**src/rtl/cmp8_minmax_tracker.sv**
```systemverilog
// Running min/max/count tracker for a stream of unsigned samples, with per-sample
// relation pulses against the previous sample and the current extremes.
module cmp8_minmax_tracker #(
  parameter int WIDTH = 8,
  parameter int CNT_W = 8
) (
  input  logic             clk,
  input  logic             rst,
  input  logic             clr,
  input  logic             in_valid,
  output logic             in_ready,
  input  logic [WIDTH-1:0] data_in,
  output logic [WIDTH-1:0] min_out,
  output logic [WIDTH-1:0] max_out,
  output logic [CNT_W-1:0] count,
  output logic             have_data,
  output logic             full,
  output logic             i,
  output logic             j,
  output logic             k,
  output logic             new_max,
  output logic             new_min
);

  typedef enum logic [1:0] {EMPTY = 2'd0, RUN = 2'd1, HOLD = 2'd2} state_t;

  typedef struct packed {
    logic gt;
    logic lt;
    logic eq;
    logic nmax;
    logic nmin;
  } flags_t;

  localparam logic [CNT_W-1:0] CNT_MAX = '1;

  state_t           state, state_nxt;
  flags_t           flags;
  logic [WIDTH-1:0] prev;
  logic [CNT_W-1:0] cnt_inc;
  logic             accept;

  assign accept  = in_valid && in_ready;
  // count is zero in EMPTY, so the increment also yields the first-sample count of 1
  assign cnt_inc = count + CNT_W'(1);

  always_ff @(posedge clk or posedge rst) begin
    if (rst) state <= EMPTY;
    else     state <= state_nxt;
  end

  always_comb begin
    state_nxt = state;
    if (clr) begin
      state_nxt = EMPTY;
    end else begin
      case (state)
        EMPTY, RUN: if (accept) state_nxt = (cnt_inc == CNT_MAX) ? HOLD : RUN;
        HOLD:       state_nxt = HOLD;
        default:    state_nxt = EMPTY;
      endcase
    end
  end

  always_comb begin
    in_ready  = (state != HOLD) && !clr;
    have_data = (state != EMPTY);
    full      = (state == HOLD);
  end

  always_ff @(posedge clk or posedge rst) begin
    if (rst) begin
      min_out <= '0;
      max_out <= '0;
      prev    <= '0;
      count   <= '0;
      flags   <= '0;
    end else begin
      flags <= '0;
      if (clr) begin
        min_out <= '0;
        max_out <= '0;
        prev    <= '0;
        count   <= '0;
      end else if (accept) begin
        count <= cnt_inc;
        prev  <= data_in;
        if (state == EMPTY) begin
          min_out <= data_in;
          max_out <= data_in;
          flags   <= '{gt: 1'b0, lt: 1'b0, eq: 1'b0, nmax: 1'b1, nmin: 1'b1};
        end else begin
          if (data_in > max_out) max_out <= data_in;
          if (data_in < min_out) min_out <= data_in;
          flags <= '{gt:   data_in > prev,
                     lt:   data_in < prev,
                     eq:   data_in == prev,
                     nmax: data_in > max_out,
                     nmin: data_in < min_out};
        end
      end
    end
  end

  assign i       = flags.gt;
  assign j       = flags.lt;
  assign k       = flags.eq;
  assign new_max = flags.nmax;
  assign new_min = flags.nmin;

endmodule

```
**config.mk**
```make
export PLATFORM = sky130hd
export DESIGN_NAME = cmp8_minmax_tracker
export DESIGN_NICKNAME = d
export VERILOG_FILES = /design/src/rtl/cmp8_minmax_tracker.sv
export SDC_FILE = /design/constraint.sdc
export NUM_CORES = 1
export LEC_CHECK = 0
export CORE_UTILIZATION = 40
export DETAILED_ROUTE_END_ITERATION = 7
export HOLD_SLACK_MARGIN = 0.05
export MAX_ROUTING_LAYER = met4
export PLACE_DENSITY = 0.66
export SYNTH_ARGS = -nofsm -noshare
export SYNTH_HDL_FRONTEND = slang
export SYNTH_SLANG_ARGS = --single-unit
```
**constraint.sdc**
```tcl
create_clock -name clk -period 1.7 [get_ports clk]
set_input_delay 0.425 -clock clk [delete_from_list [all_inputs] [get_ports clk]]
set_output_delay 0.425 -clock clk [all_outputs]
set_load 0.03 [all_outputs]
```
# Yosys cells after proc, flatten, opt, wreduce, memory -nomap -nowiden
# Cells that the tools add are included.
# word_totals
wordCells,51
output_inout_bits,32
in_bits,12
register_bits,39
# op_classes
muxes,19
magnitude_cmp,4
n_addsub,1
reduce_logical,11
n_eq_ne,6
# ops
cell,count
8-bit 2-to-1 mux,12
8-bit > comparator,2
8-bit less-than comparator,2
5-bit 2-to-1 mux,3
8-bit by 1-bit adder with 8-bit output (second input constant),1
8-bit == test,1
8-bit == test (second input constant),1
2-bit 2-to-1 mux,3
3-bit nonzero test,2
2-bit one-hot mux with 2 select lines,1
2-bit AND reduction,2
2-bit nonzero test,2
3-bit inequality test (second input constant),1
2-bit by 1-bit == test with 1-bit output (second input constant),1
2-bit == test (second input constant),1
1-bit logical AND,2
2-bit zero test,1
2-bit inequality test (second input constant),1
2-bit OR reduction,1
1-bit zero test,1

# Depth between registers and ports, before layout
# Gate-level depths: netlist of the first run.
# logic_depth
word_depth,6
mapped_depth,9
mapped_depth_nobuf,7

# Worst setup path before layout of the first run
# Ideal clock, no wire load.
# synth_timing
path_kind,flip-flop to flip-flop
startpoint,reg max_out[1]
endpoint,reg max_out[1]
t_required_ps,1575
path_buffers,0
path_slack_ps,-328
stages_incl_launch_ff,8
synth_period_minus_slack_ps,2028
setup_ps,125
arrival_time_ps,1903
cell_sequence,dfrtp_1 inv_1 ha_1 nor2b_1 o211ai_1 a21oi_1 o21ai_2 mux2_2
# synth_between
elab_chain_cells,3
# synth_rtl
element,line,rtl
from (decl),14,"output logic [WIDTH-1:0] max_out,"
from (signal assigned),90,max_out <= data_in;
from (signal assigned),93,if (data_in > max_out) max_out <= data_in;
8-bit > comparator,93,
3-bit nonzero test (no source line),-,
2-bit AND reduction (no source line),-,
# No other way between the ends.
# A chain may end at the register's enable or synchronous reset.

# Worst setup path after layout of the first run
# layout_timing
startpoint,reg max_out[1]
endpoint,reg max_out[5]
# Same word-level chain as after synthesis.

==> results of run 1 <==
-- routing by layer --
metal  vias to the layer above  share of wire
met5                         -              0
met4                         0          0.020
met3                         9          0.022
met2                        35           0.52
met1                      1005           0.44
li1                       1001              -
-- cell families after synthesis --
| group | count (synthesis) | synth area share |
|---|---|---|
| simple gates | 81 | 0.168 |
| flops | 39 | 0.432 |
| compound gates | 38 | 0.115 |
| buf+inv | 36 | 0.0647 |
| fa+ha+maj | 25 | 0.138 |
| xor+xnor | 10 | 0.0387 |
| mux | 9 | 0.0437 |
-- through the flow --
step	total power [mW]	setup slack, ns
finish	2.37	-0.142
global route	2.50	-0.197
CTS	2.35	-0.129
detailed placement	1.70	-0.693
global placement	1.69	-0.660
floorplan	1.41	-0.224
-- area by class of cell --
| class | instances | area share |
|---|---|---|
| multi-input combinational | 163 | 0.397 |
| sequential | 39 | 0.281 |
| timing repair buffer | 97 | 0.245 |
| inverter | 28 | 0.0298 |
| tap | 72 | 0.0256 |
| clock buffer | 8 | 0.0227 |
-- registers in the layout (all words and copies together) (netlist names), 2 cells and up --
register	count
count	8
max_out	8
min_out	8
prev	8
state	2
-- final timing paths --
check	cells past startpoint	to	slack, ns
worst max-delay path	8	max_out[5]$_DFFE_PP0P_	-0.14
worst min-delay path	3	min_out[6]$_DFFE_PP0P_	0.48
worst max register to register	8	max_out[5]$_DFFE_PP0P_	-0.14
worst min register to register	2	prev[5]$_DFFE_PP0P_	0.53
max in group asynchronous	3	min_out[2]$_DFFE_PP0P_	1.00
min in group clk	4	min_out[6]$_DFFE_PP0P_	0.52
-- critical path: stages, from the launching register on --
cell and delay (ns):
sky130_fd_sc_hd__dfrtp_2 0.40, sky130_fd_sc_hd__inv_2 0.08, sky130_fd_sc_hd__ha_4 0.20, sky130_fd_sc_hd__nor2b_4 0.12, sky130_fd_sc_hd__o211ai_1 0.21, sky130_fd_sc_hd__a21oi_2 0.10
sky130_fd_sc_hd__o21ai_4 0.18, sky130_fd_sc_hd__buf_6 0.14, sky130_fd_sc_hd__mux2_4 0.29
-- cell usage in the layout (no fill, tap or decap), types with 3 or more instances in the layout --
master / count
sky130_fd_sc_hd__clkdlybuf4s15_2: 5
sky130_fd_sc_hd__inv_2: 6
sky130_fd_sc_hd__dfrtp_2: 11
sky130_fd_sc_hd__xor2_1: 4
sky130_fd_sc_hd__mux2_4: 7
sky130_fd_sc_hd__nand2_1: 22
sky130_fd_sc_hd__xnor2_1: 5
sky130_fd_sc_hd__or3_1: 3
sky130_fd_sc_hd__nor2_1: 22
sky130_fd_sc_hd__inv_1: 22
sky130_fd_sc_hd__clkbuf_1: 3
sky130_fd_sc_hd__buf_6: 14
sky130_fd_sc_hd__o31ai_1: 3
sky130_fd_sc_hd__a21oi_1: 13
sky130_fd_sc_hd__clkbuf_8: 5
sky130_fd_sc_hd__ha_1: 16
sky130_fd_sc_hd__ha_4: 8
sky130_fd_sc_hd__nand4_1: 8
sky130_fd_sc_hd__buf_4: 40
sky130_fd_sc_hd__dlygate4sd2_1: 30
sky130_fd_sc_hd__a21o_1: 4
sky130_fd_sc_hd__dfrtp_1: 28
sky130_fd_sc_hd__o31ai_2: 4
sky130_fd_sc_hd__nand2_2: 6
-- where the power goes --
group	total, mW	leakage, nW	internal [mW]	switching (mW)
clock network	0.627	0.0395	0.292	0.335
logic	0.721	1.17	0.340	0.381
registers	1.02	0.507	0.983	0.0367
-- what timing repair did --
action	4_1_cts	5_1_grt
setup endpoints to repair	53	35
cloned	1	0
pin swaps	11	4
setup buffers	3	6
resized for setup	89	16
==> results.sh, run 1 <==
export IMPL_synth_async_sr_flop_share=1.00
export IMPL_post_route_drc_count=0
export IMPL_critical_path_reg2reg_startpoint="max_out[1]$_DFFE_PP0P_"
export IMPL_clock_latency_ns=0.30
export IMPL_dieWidth_um=77.2
export IMPL_buffer_type_at_the_clock_tree_root="sky130_fd_sc_hd__clkbuf_8"
export IMPL_critical_path_required_ns=1.88
export IMPL_grt_busiest_layer="met2"
export IMPL_synthesized_flop_and_latch_total=39
export IMPL_drt_iter0_markers=69
export IMPL_ys_warn_count=0
export IMPL_worstSetupPathType="reg2reg"
export IMPL_fin_skew_ns=0.0104
export IMPL_initial_utilization=0.413
export IMPL_layout_area_seq_um2=990
export IMPL_global_route_usage_met1=0.267
export IMPL_final_core_util=0.644
export IMPL_synth_edff_count=0
export IMPL_ant_nets=0
export IMPL_grt_overflow_total=0
export IMPL_clkTransAtPathRegs_ns=0.08
export IMPL_use_met3=0.0286
export IMPL_placementRows=27
export IMPL_layout_worst_path_cycle_share=1.08
export IMPL_clkSinkCount=39
export IMPL_fin_tns_setup_ns=-1.72
export IMPL_number_of_ports_placed_on_the_die_boundary=44
export IMPL_area_delta_synth_final_pct=55.9
export IMPL_synthTopCellsByArea="sky130_fd_sc_hd__dfrtp_1 43%, sky130_fd_sc_hd__ha_1 14%, sky130_fd_sc_hd__nand2_1 4.8%, sky130_fd_sc_hd__inv_1 4.6%, sky130_fd_sc_hd__nor2_1 4.0%"
export IMPL_critPathArrivalTime_ns=2.02
export IMPL_hpwl_um=4110
export IMPL_gp_congestion=0.856
export IMPL_syn_instance_count=238
export IMPL_violations="negative setup slack"
export IMPL_multiInputGateArea_um2=1400
export IMPL_peakVddDrop_uv=389
export IMPL_num_antenna_cells=0
export IMPL_vias=2050
export IMPL_post_layout_nonfiller_instances=407
export IMPL_cts_tree="done"
export IMPL_yosysUniqueCellTypes=40
export IMPL_grt_start_max_net_pins=40
export IMPL_grt_util_met2=0.385
export IMPL_final_critical_path_setup_slack_ns=-0.142
export IMPL_filler_cell_count_in_the_final_layout=478
export IMPL_grt_pass1_vias=2104
export IMPL_drive_above_1_share=0.382
export IMPL_setup_worst_path_end_class="flip-flop"
export IMPL_critical_path_launch_point="max_out[1]$_DFFE_PP0P_"
export IMPL_finalSetupViolations=17
export IMPL_finalInstanceArea_um2=3520
export IMPL_power_per_cell_area_nw_per_um2=672
export IMPL_finalWirelength_um=5930
export IMPL_synth_top_area_frac=0.432
export IMPL_worstPathMaxFanout=3
export IMPL_fmax_ghz=0.543
export IMPL_placed_cells=389
export IMPL_detail_route_vias_per_cell=5.04
export IMPL_core_area_um2=5470
export IMPL_design_final_nets=371
export IMPL_detail_route_first_pass_iterations=4
export IMPL_syn_nets=275
export IMPL_cts_hold_buffers=0
export IMPL_final_hold_worst_slack_ns=0.480
export IMPL_yosys_top_cells_count="39 x sky130_fd_sc_hd__dfrtp_1, 29 x sky130_fd_sc_hd__nand2_1, 28 x sky130_fd_sc_hd__inv_1"
export IMPL_fp_dieArea_um2=5960
export IMPL_post_drt_wl_per_cell_um=14.6
export IMPL_grt_pass1_wl_um=10000
export IMPL_synth_area_leader_cell="sky130_fd_sc_hd__dfrtp_1"
export IMPL_slew_violations=0
export IMPL_cap_viol_max_count=0
export IMPL_die_height_um=77.2
export IMPL_outcome="finished with violations"
export IMPL_yosysSeqAreaShare=0.432
export IMPL_grt_util_overall=0.226
export IMPL_grt_setup_unrepaired="yes"
export IMPL_post_place_instance_area_um2=3210
export IMPL_cts_buffers_inserted=5
export IMPL_worst_pin_slew_ns=0.311
export IMPL_final_hold_violation_count=0
export IMPL_antenna_found_initial=0
export IMPL_synthMostInstantiatedCell="sky130_fd_sc_hd__dfrtp_1"
export IMPL_synth_area_per_cell_um2=9.50
export IMPL_worst_setup_path_start_kind="flip-flop"
export IMPL_worst_rel_slew_slack=0.792
export IMPL_min_delay_path_class="in2async"
export IMPL_yosys_most_used_dff="sky130_fd_sc_hd__dfrtp_1"
export IMPL_cts_buffer_depth=2
export IMPL_port_buffers=43
export IMPL_power_leakage_nw=1.72
export IMPL_clock_tree_htree_level_count=2
export IMPL_post_route_min_period_ns=1.84
export IMPL_mappedNetlistArea_um2=2260
Note: power is estimated with default switching activity, not from simulation.
==> run 2: changes to the inputs <==
--- a/config.mk
+++ b/config.mk
@@ -5,11 +5,11 @@
 export SDC_FILE = /design/constraint.sdc
 export NUM_CORES = 1
 export LEC_CHECK = 0
-export CORE_UTILIZATION = 40
+export CORE_UTILIZATION = 44
 export DETAILED_ROUTE_END_ITERATION = 7
 export HOLD_SLACK_MARGIN = 0.05
 export MAX_ROUTING_LAYER = met4
-export PLACE_DENSITY = 0.66
+export PLACE_DENSITY = 0.71
 export SYNTH_ARGS = -nofsm -noshare
 export SYNTH_HDL_FRONTEND = slang
 export SYNTH_SLANG_ARGS = --single-unit
==> run 2 against run 1 <==
  * The flow still finishes with violations (negative setup slack)
  * Highest routed layer unchanged
  * Combinational power grew 7.9%
  * Design area up 3.3%
  * Clock skew down 0.0028 ns
  * Utilization grew 11 points
  * Critical endpoint is now min_out[0]$_DFFE_PP0P_
  * Wire length is 5.5% higher
  * Largest cell class unchanged
  * Critical path type is now in2reg
==> results.sh, run 2 (same netlist as run 1, synthesis figures left out) <==
export IMPL_outcome="finished with violations"
export IMPL_violations="negative setup slack"
export IMPL_grt_util_overall=0.254
export IMPL_cts_tree="done"
export IMPL_detail_route_vias_per_cell=5.13
export IMPL_hpwl_um=4100
export IMPL_port_buffers=43
export IMPL_slew_violations=0
export IMPL_layout_worst_path_cycle_share=1.13
export IMPL_area_delta_synth_final_pct=61.0
export IMPL_netSwitchingPower_uw=785
export IMPL_dieWidth_um=73.7
export IMPL_cap_viol_max_count=0
export IMPL_post_layout_nonfiller_instances=401
export IMPL_clock_latency_ns=0.30
export IMPL_mostFrequentLayoutCell="sky130_fd_sc_hd__buf_4"
export IMPL_finalWirelength_um=6250
export IMPL_worst_setup_path_start_kind="input port"
export IMPL_cts_buffers_inserted=5
export IMPL_setup_worst_path_end_class="flip-flop"
export IMPL_drive_above_1_share=0.416
export IMPL_worst_pin_slew_ns=0.326
export IMPL_antenna_found_initial=0
export IMPL_initial_utilization=0.466
export IMPL_fin_skew_ns=0.00756
export IMPL_fin_tns_setup_ns=-2.21
export IMPL_clkTransAtPathRegs_ns=0.08
export IMPL_final_hold_violation_count=0
export IMPL_min_path_cells=2
export IMPL_power_leakage_nw=1.78
export IMPL_critical_path_required_ns=1.88
export IMPL_design_final_nets=370
export IMPL_p_sw_frac=0.318
export IMPL_cellInternalPower_mw=1.68
export IMPL_core_area_um2=4850
export IMPL_power_frac_comb=0.316
export IMPL_post_route_min_period_ns=1.92
export IMPL_die_height_um=73.7
export IMPL_number_of_ports_placed_on_the_die_boundary=44
export IMPL_cts_hold_buffers=0
export IMPL_grt_pass1_wl_um=9940
export IMPL_worstPathMaxFanout=4
export IMPL_peakVddDrop_uv=440
export IMPL_final_hold_worst_slack_ns=0.475
export IMPL_post_drt_wl_per_cell_um=15.6
export IMPL_vias=2056
export IMPL_worst_rel_slew_slack=0.782
export IMPL_buffer_type_at_the_clock_tree_root="sky130_fd_sc_hd__clkbuf_8"
export IMPL_clockPowerShare=0.268
export IMPL_final_core_util=0.751
export IMPL_total_power_mw=2.46
export IMPL_final_critical_path_setup_slack_ns=-0.216
export IMPL_min_delay_path_class="in2reg"
export IMPL_gp_congestion=0.885
export IMPL_clock_tree_htree_level_count=2
export IMPL_num_antenna_cells=0
export IMPL_placementRows=25
export IMPL_fp_dieArea_um2=5430
export IMPL_fmax_ghz=0.522
export IMPL_critPathArrivalTime_ns=2.09
export IMPL_filler_cell_count_in_the_final_layout=339
export IMPL_timing_reg2reg_worst_path_depth=7
export IMPL_clkSinkCount=39
export IMPL_post_route_drc_count=0
export IMPL_grt_overflow_total=0
export IMPL_grt_start_max_net_pins=40
export IMPL_pwr_share_seq=0.416
export IMPL_ant_nets=0
export IMPL_detail_route_first_pass_iterations=4
export IMPL_worstSetupPathType="in2reg"
export IMPL_drt_iter0_markers=80
export IMPL_grt_setup_unrepaired="yes"
export IMPL_cts_buffer_depth=2
export IMPL_layout_cells_most_common_list="43 x sky130_fd_sc_hd__buf_4, 29 x sky130_fd_sc_hd__dlygate4sd2_1, 28 x sky130_fd_sc_hd__dfrtp_1, 22 x sky130_fd_sc_hd__nand2_1, 22 x sky130_fd_sc_hd__nor2_1"
export IMPL_grt_pass1_vias=2067
export IMPL_finalSetupViolations=18
export IMPL_power_per_cell_area_nw_per_um2=677
export IMPL_placed_cells=382
[run 2: cell types whose count changed in the layout (fill, tap and decap cells not counted), sizes merged]
| cell | before | now |
|---|---|---|
| buf | 58 | 59 |
| clkbuf | 9 | 8 |
| clkinv | 0 | 1 |
| clkdlybuf4s50 | 2 | 1 |
| dlygate4sd2 | 30 | 29 |
| clkdlybuf4s15 | 6 | 4 |
| dlymetal6s2s | 0 | 2 |
[run 2: layout make-up]
cell class                      instances  area (µm²)  share of cell area
Clock inverter                          1        5.00             0.00138
Inverter                               28         108              0.0296
Timing Repair Buffer                   96         871               0.239
Multi-Input combinational cell        163        1500               0.411
Tap cell                               67        83.8              0.0230
Clock buffer                            7        86.3              0.0237
Sequential cell                        39         990               0.272
[run 2: power groups by stage]
stage	logic, mW	clock network (mW)	registers [mW]
3_5_place_dp	0.666	0	1.04
2_1_floorplan	0.288	0	1.12
6_report	0.778	0.660	1.03
5_1_grt	0.846	0.707	1.03
3_3_place_gp	0.651	0	1.04
4_1_cts	0.733	0.673	1.02
[run 2: path summary, 6_finish.rpt]
check	from	to	slack, ns
worst max-delay path	data_in[5]	min_out[0]$_DFFE_PP0P_	-0.22
worst min-delay path	data_in[2]	max_out[2]$_DFFE_PP0P_	0.47
worst max register to register	min_out[7]$_DFFE_PP0P_	min_out[0]$_DFFE_PP0P_	-0.21
worst min register to register	prev[5]$_DFFE_PP0P_	prev[5]$_DFFE_PP0P_	0.52
max in group asynchronous	rst	count[0]$_DFFE_PP0P_	1.00
min in group asynchronous	rst	max_out[6]$_DFFE_PP0P_	0.49
[run 2: worst max-delay path, cell delays in order]
cell and delay (ns):
sky130_fd_sc_hd__clkdlybuf4s15_2 0.23, sky130_fd_sc_hd__buf_6 0.14, sky130_fd_sc_hd__ha_4 0.22, sky130_fd_sc_hd__and3_4 0.19, sky130_fd_sc_hd__a221oi_4 0.25, sky130_fd_sc_hd__o221a_4 0.31, sky130_fd_sc_hd__mux2i_1 0.26, sky130_fd_sc_hd__nor2_1 0.06
[run 2: layer usage]
| layer | track usage | vias to the layer above | part of all wire |
|---|---|---|---|
| met5 | - | - | 0 |
| met4 | 0.111 | 0 | 0.029 |
| met3 | 0.0412 | 17 | 0.042 |
| met2 | 0.423 | 49 | 0.49 |
| met1 | 0.302 | 987 | 0.44 |
| li1 | - | 1003 | - |
[run 2: repair_timing]
item / 4_1_cts / 5_1_grt
gates cloned: 1 / 0
endpoints found under the setup margin: 52 / 24
resized for setup: 90 / 31
buffers inserted: 7 / 5
endpoints found under the hold margin: 0 / 0
pin swaps: 13 / 6
[run 2: through the flow]
stage          setup slack, ns  cell area [µm²]
2_1_floorplan           -0.224             2400
3_3_place_gp            -0.671             3220
3_5_place_dp            -0.721             3220
4_1_cts                 -0.165             3540
5_1_grt                 -0.270             3640
6_report                -0.216             3640
==> run 3: changes to the inputs <==
--- a/config.mk
+++ b/config.mk
@@ -5,11 +5,14 @@
 export SDC_FILE = /design/constraint.sdc
 export NUM_CORES = 1
 export LEC_CHECK = 0
-export CORE_UTILIZATION = 44
+export CELL_PAD_IN_SITES_DETAIL_PLACEMENT = 1
+export CELL_PAD_IN_SITES_GLOBAL_PLACEMENT = 1
+export CORE_UTILIZATION = 35
+export CTS_CLUSTER_SIZE = 8
 export DETAILED_ROUTE_END_ITERATION = 7
 export HOLD_SLACK_MARGIN = 0.05
 export MAX_ROUTING_LAYER = met4
-export PLACE_DENSITY = 0.71
+export PLACE_DENSITY = 0.74
 export SYNTH_ARGS = -nofsm -noshare
 export SYNTH_HDL_FRONTEND = slang
 export SYNTH_SLANG_ARGS = --single-unit
==> run 3 against run 2 <==
  * The flow still finishes with violations (negative setup slack)
  * Maximum frequency about the same
  * Total power decreased by 0.69%
  * Global-route usage fell by 1.8 points
  * Sequential cell count unchanged
  * Critical path depth decreased by 1
  * Worst hold slack improved by 0.015 ns
  * Register-to-register slack about the same
  * Via count up 3.2%
  * Sequential power about the same
  * Count of clock-buffer cells in the layout is the same
  * Clock skew fell by 0.0032 ns
  * Critical endpoint is now max_out[7]$_DFFE_PP0P_
  * Design area down 1.0%
==> results.sh, run 3 (same netlist as run 1, synthesis figures left out) <==
export IMPL_outcome="finished with violations"
export IMPL_violations="negative setup slack"
export IMPL_slew_violations=0
export IMPL_finalWirelength_um=7650
export IMPL_setup_worst_path_end_class="flip-flop"
export IMPL_r2r_setup_slack_ns=-0.22
export IMPL_critPathArrivalTime_ns=2.10
export IMPL_global_route_usage_met1=0.242
export IMPL_post_layout_nonfiller_instances=410
export IMPL_cts_buffer_depth=2
export IMPL_clkTransAtPathRegs_ns=0.08
export IMPL_layout_worst_path_cycle_share=1.13
export IMPL_power_leakage_nw=1.76
export IMPL_placed_cells=393
export IMPL_use_met3=0.0516
export IMPL_grt_util_met2=0.426
export IMPL_finalSetupViolations=19
export IMPL_vias=2121
export IMPL_fp_dieArea_um2=6780
export IMPL_number_of_ports_placed_on_the_die_boundary=44
export IMPL_worst_path_max_delay_cell="sky130_fd_sc_hd__o31a_1"
export IMPL_final_critical_path_setup_slack_ns=-0.215
export IMPL_hpwl_um=4940
export IMPL_drt_iter0_markers=57
export IMPL_timing_reg2reg_worst_path_depth=7
export IMPL_cap_viol_max_count=0
export IMPL_detail_route_vias_per_cell=5.17
export IMPL_power_per_cell_area_nw_per_um2=680
export IMPL_cts_buffers_inserted=5
export IMPL_critical_path_required_ns=1.88
export IMPL_grt_overflow_total=0
export IMPL_mostFrequentLayoutCell="sky130_fd_sc_hd__buf_4"
export IMPL_fin_tns_setup_ns=-2.64
export IMPL_clock_tree_htree_level_count=2
export IMPL_gp_congestion=0.815
export IMPL_area_delta_synth_final_pct=59.3
export IMPL_fmax_ghz=0.522
export IMPL_critical_path_launch_point="max_out[5]$_DFFE_PP0P_"
export IMPL_detail_route_first_pass_iterations=4
export IMPL_min_delay_path_class="in2async"
export IMPL_num_antenna_cells=0
export IMPL_critical_path_reg2reg_startpoint="max_out[5]$_DFFE_PP0P_"
export IMPL_post_place_instance_area_um2=3220
export IMPL_fin_skew_ns=0.00432
export IMPL_antenna_found_initial=0
export IMPL_cts_tree="done"
export IMPL_clkSinkCount=39
export IMPL_grt_setup_unrepaired="yes"
export IMPL_core_area_um2=6060
export IMPL_worstReg2RegEnd="max_out[7]$_DFFE_PP0P_"
export IMPL_port_buffers=43
export IMPL_placementRows=28
export IMPL_layout_cells_most_common_list="46 x sky130_fd_sc_hd__buf_4, 32 x sky130_fd_sc_hd__dlygate4sd2_1, 27 x sky130_fd_sc_hd__dfrtp_1, 22 x sky130_fd_sc_hd__nand2_1, 22 x sky130_fd_sc_hd__nor2_1"
export IMPL_post_route_min_period_ns=1.92
export IMPL_final_hold_violation_count=0
export IMPL_grt_pass1_wl_um=11300
export IMPL_peakVddDrop_uv=379
export IMPL_buffer_type_at_the_clock_tree_root="sky130_fd_sc_hd__clkbuf_8"
export IMPL_die_height_um=82.4
export IMPL_grt_busiest_layer="met2"
export IMPL_post_drt_wl_per_cell_um=18.7
export IMPL_initial_utilization=0.373
export IMPL_grt_util_overall=0.236
export IMPL_worstSetupPathType="reg2reg"
export IMPL_total_power_mw=2.45
export IMPL_dieWidth_um=82.4
export IMPL_drive_above_1_share=0.424
export IMPL_clock_latency_ns=0.29
export IMPL_finalInstanceArea_um2=3600
export IMPL_cpPeakStageDelay_ns=0.38
export IMPL_worstPathMaxFanout=5
export IMPL_final_hold_worst_slack_ns=0.490
export IMPL_worst_rel_slew_slack=0.795
export IMPL_grt_start_max_net_pins=40
export IMPL_worst_pin_slew_ns=0.308
export IMPL_timing_critical_path_cells="inv_1, ha_4, nand4_1, o31a_1, o21ai_4, buf_6, mux2_4"
export IMPL_grt_pass1_vias=2317
export IMPL_design_final_nets=371
export IMPL_ant_nets=0
export IMPL_worst_setup_path_start_kind="flip-flop"
export IMPL_post_route_drc_count=0
[run 3: cell types whose count changed in the layout (fill, tap and decap cells not counted), moves of 3 or more]
| cell | previous run | this run |
|---|---|---|
| sky130_fd_sc_hd__dlygate4sd2_1 | 29 | 32 |
| sky130_fd_sc_hd__buf_12 | 5 | 2 |
| sky130_fd_sc_hd__buf_4 | 43 | 46 |
| sky130_fd_sc_hd__ha_1 | 12 | 15 |
| sky130_fd_sc_hd__clkdlybuf4s15_2 | 4 | 1 |
[run 3: critical path, delay by kind of cell (launching register included)]
| family | cells | cell delay, ns |
|---|---|---|
| and+or+nand+nor | 1 | 0.17 |
| muxes | 1 | 0.30 |
| adders and majority gates | 1 | 0.28 |
| DFF | 1 | 0.35 |
| buffers and inverters | 2 | 0.24 |
| AOI/OAI and AO/OA | 2 | 0.47 |
[run 3: cell type report]
class / count / area (µm²)
Inverter: 28 / 105
Clock buffer: 7 / 76.3
Multi-Input combinational cell: 163 / 1490
Clock inverter: 1 / 5.00
Fill cell: 666 / 2460
Sequential cell: 39 / 991
Tap cell: 75 / 93.8
Timing Repair Buffer: 97 / 841
[run 3: report_power, final]
part	switching, mW	internal (mW)
Sequential	0.0447	0.984
Combinational	0.430	0.359
Clock	0.342	0.289
Total	0.816	1.63
[run 3: routing by layer]
| layer | part of all wire | routed length (µm) | up-vias |
|---|---|---|---|
| li1 | - | - | 1000 |
| met1 | 0.40 | 3030 | 1055 |
| met2 | 0.53 | 4080 | 45 |
| met3 | 0.034 | 263 | 21 |
| met4 | 0.035 | 269 | 0 |
| met5 | 0 | 0 | - |
[run 3: how the worst max path moves through the flow]
stage | to | slack [ns] | cells after the start
detailed placement | min_out[0]$_DFFE_PP0P_ | -0.71 | 8
CTS | max_out[7]$_DFFE_PP0P_ | -0.14 | 8
floorplan | max_out[1]$_DFFE_PP0P_ | -0.22 | 7
finish | max_out[7]$_DFFE_PP0P_ | -0.22 | 7
global placement | max_out[1]$_DFFE_PP0P_ | -0.66 | 8
global route | max_out[7]$_DFFE_PP0P_ | -0.26 | 7
[run 3: per-stage QoR]
step,worst slack (ns),utilization
floorplan,-0.224,-
global route,-0.259,0.594
detailed placement,-0.710,0.532
CTS,-0.140,0.575
global placement,-0.658,0.532
finish,-0.215,0.594
[run 3: repair_timing]
item | CTS | global route
buffers inserted | 4 | 5
resized for setup | 92 | 30
pin swaps | 12 | 11
hold buffers | 0 | 0
setup endpoints to repair | 54 | 24
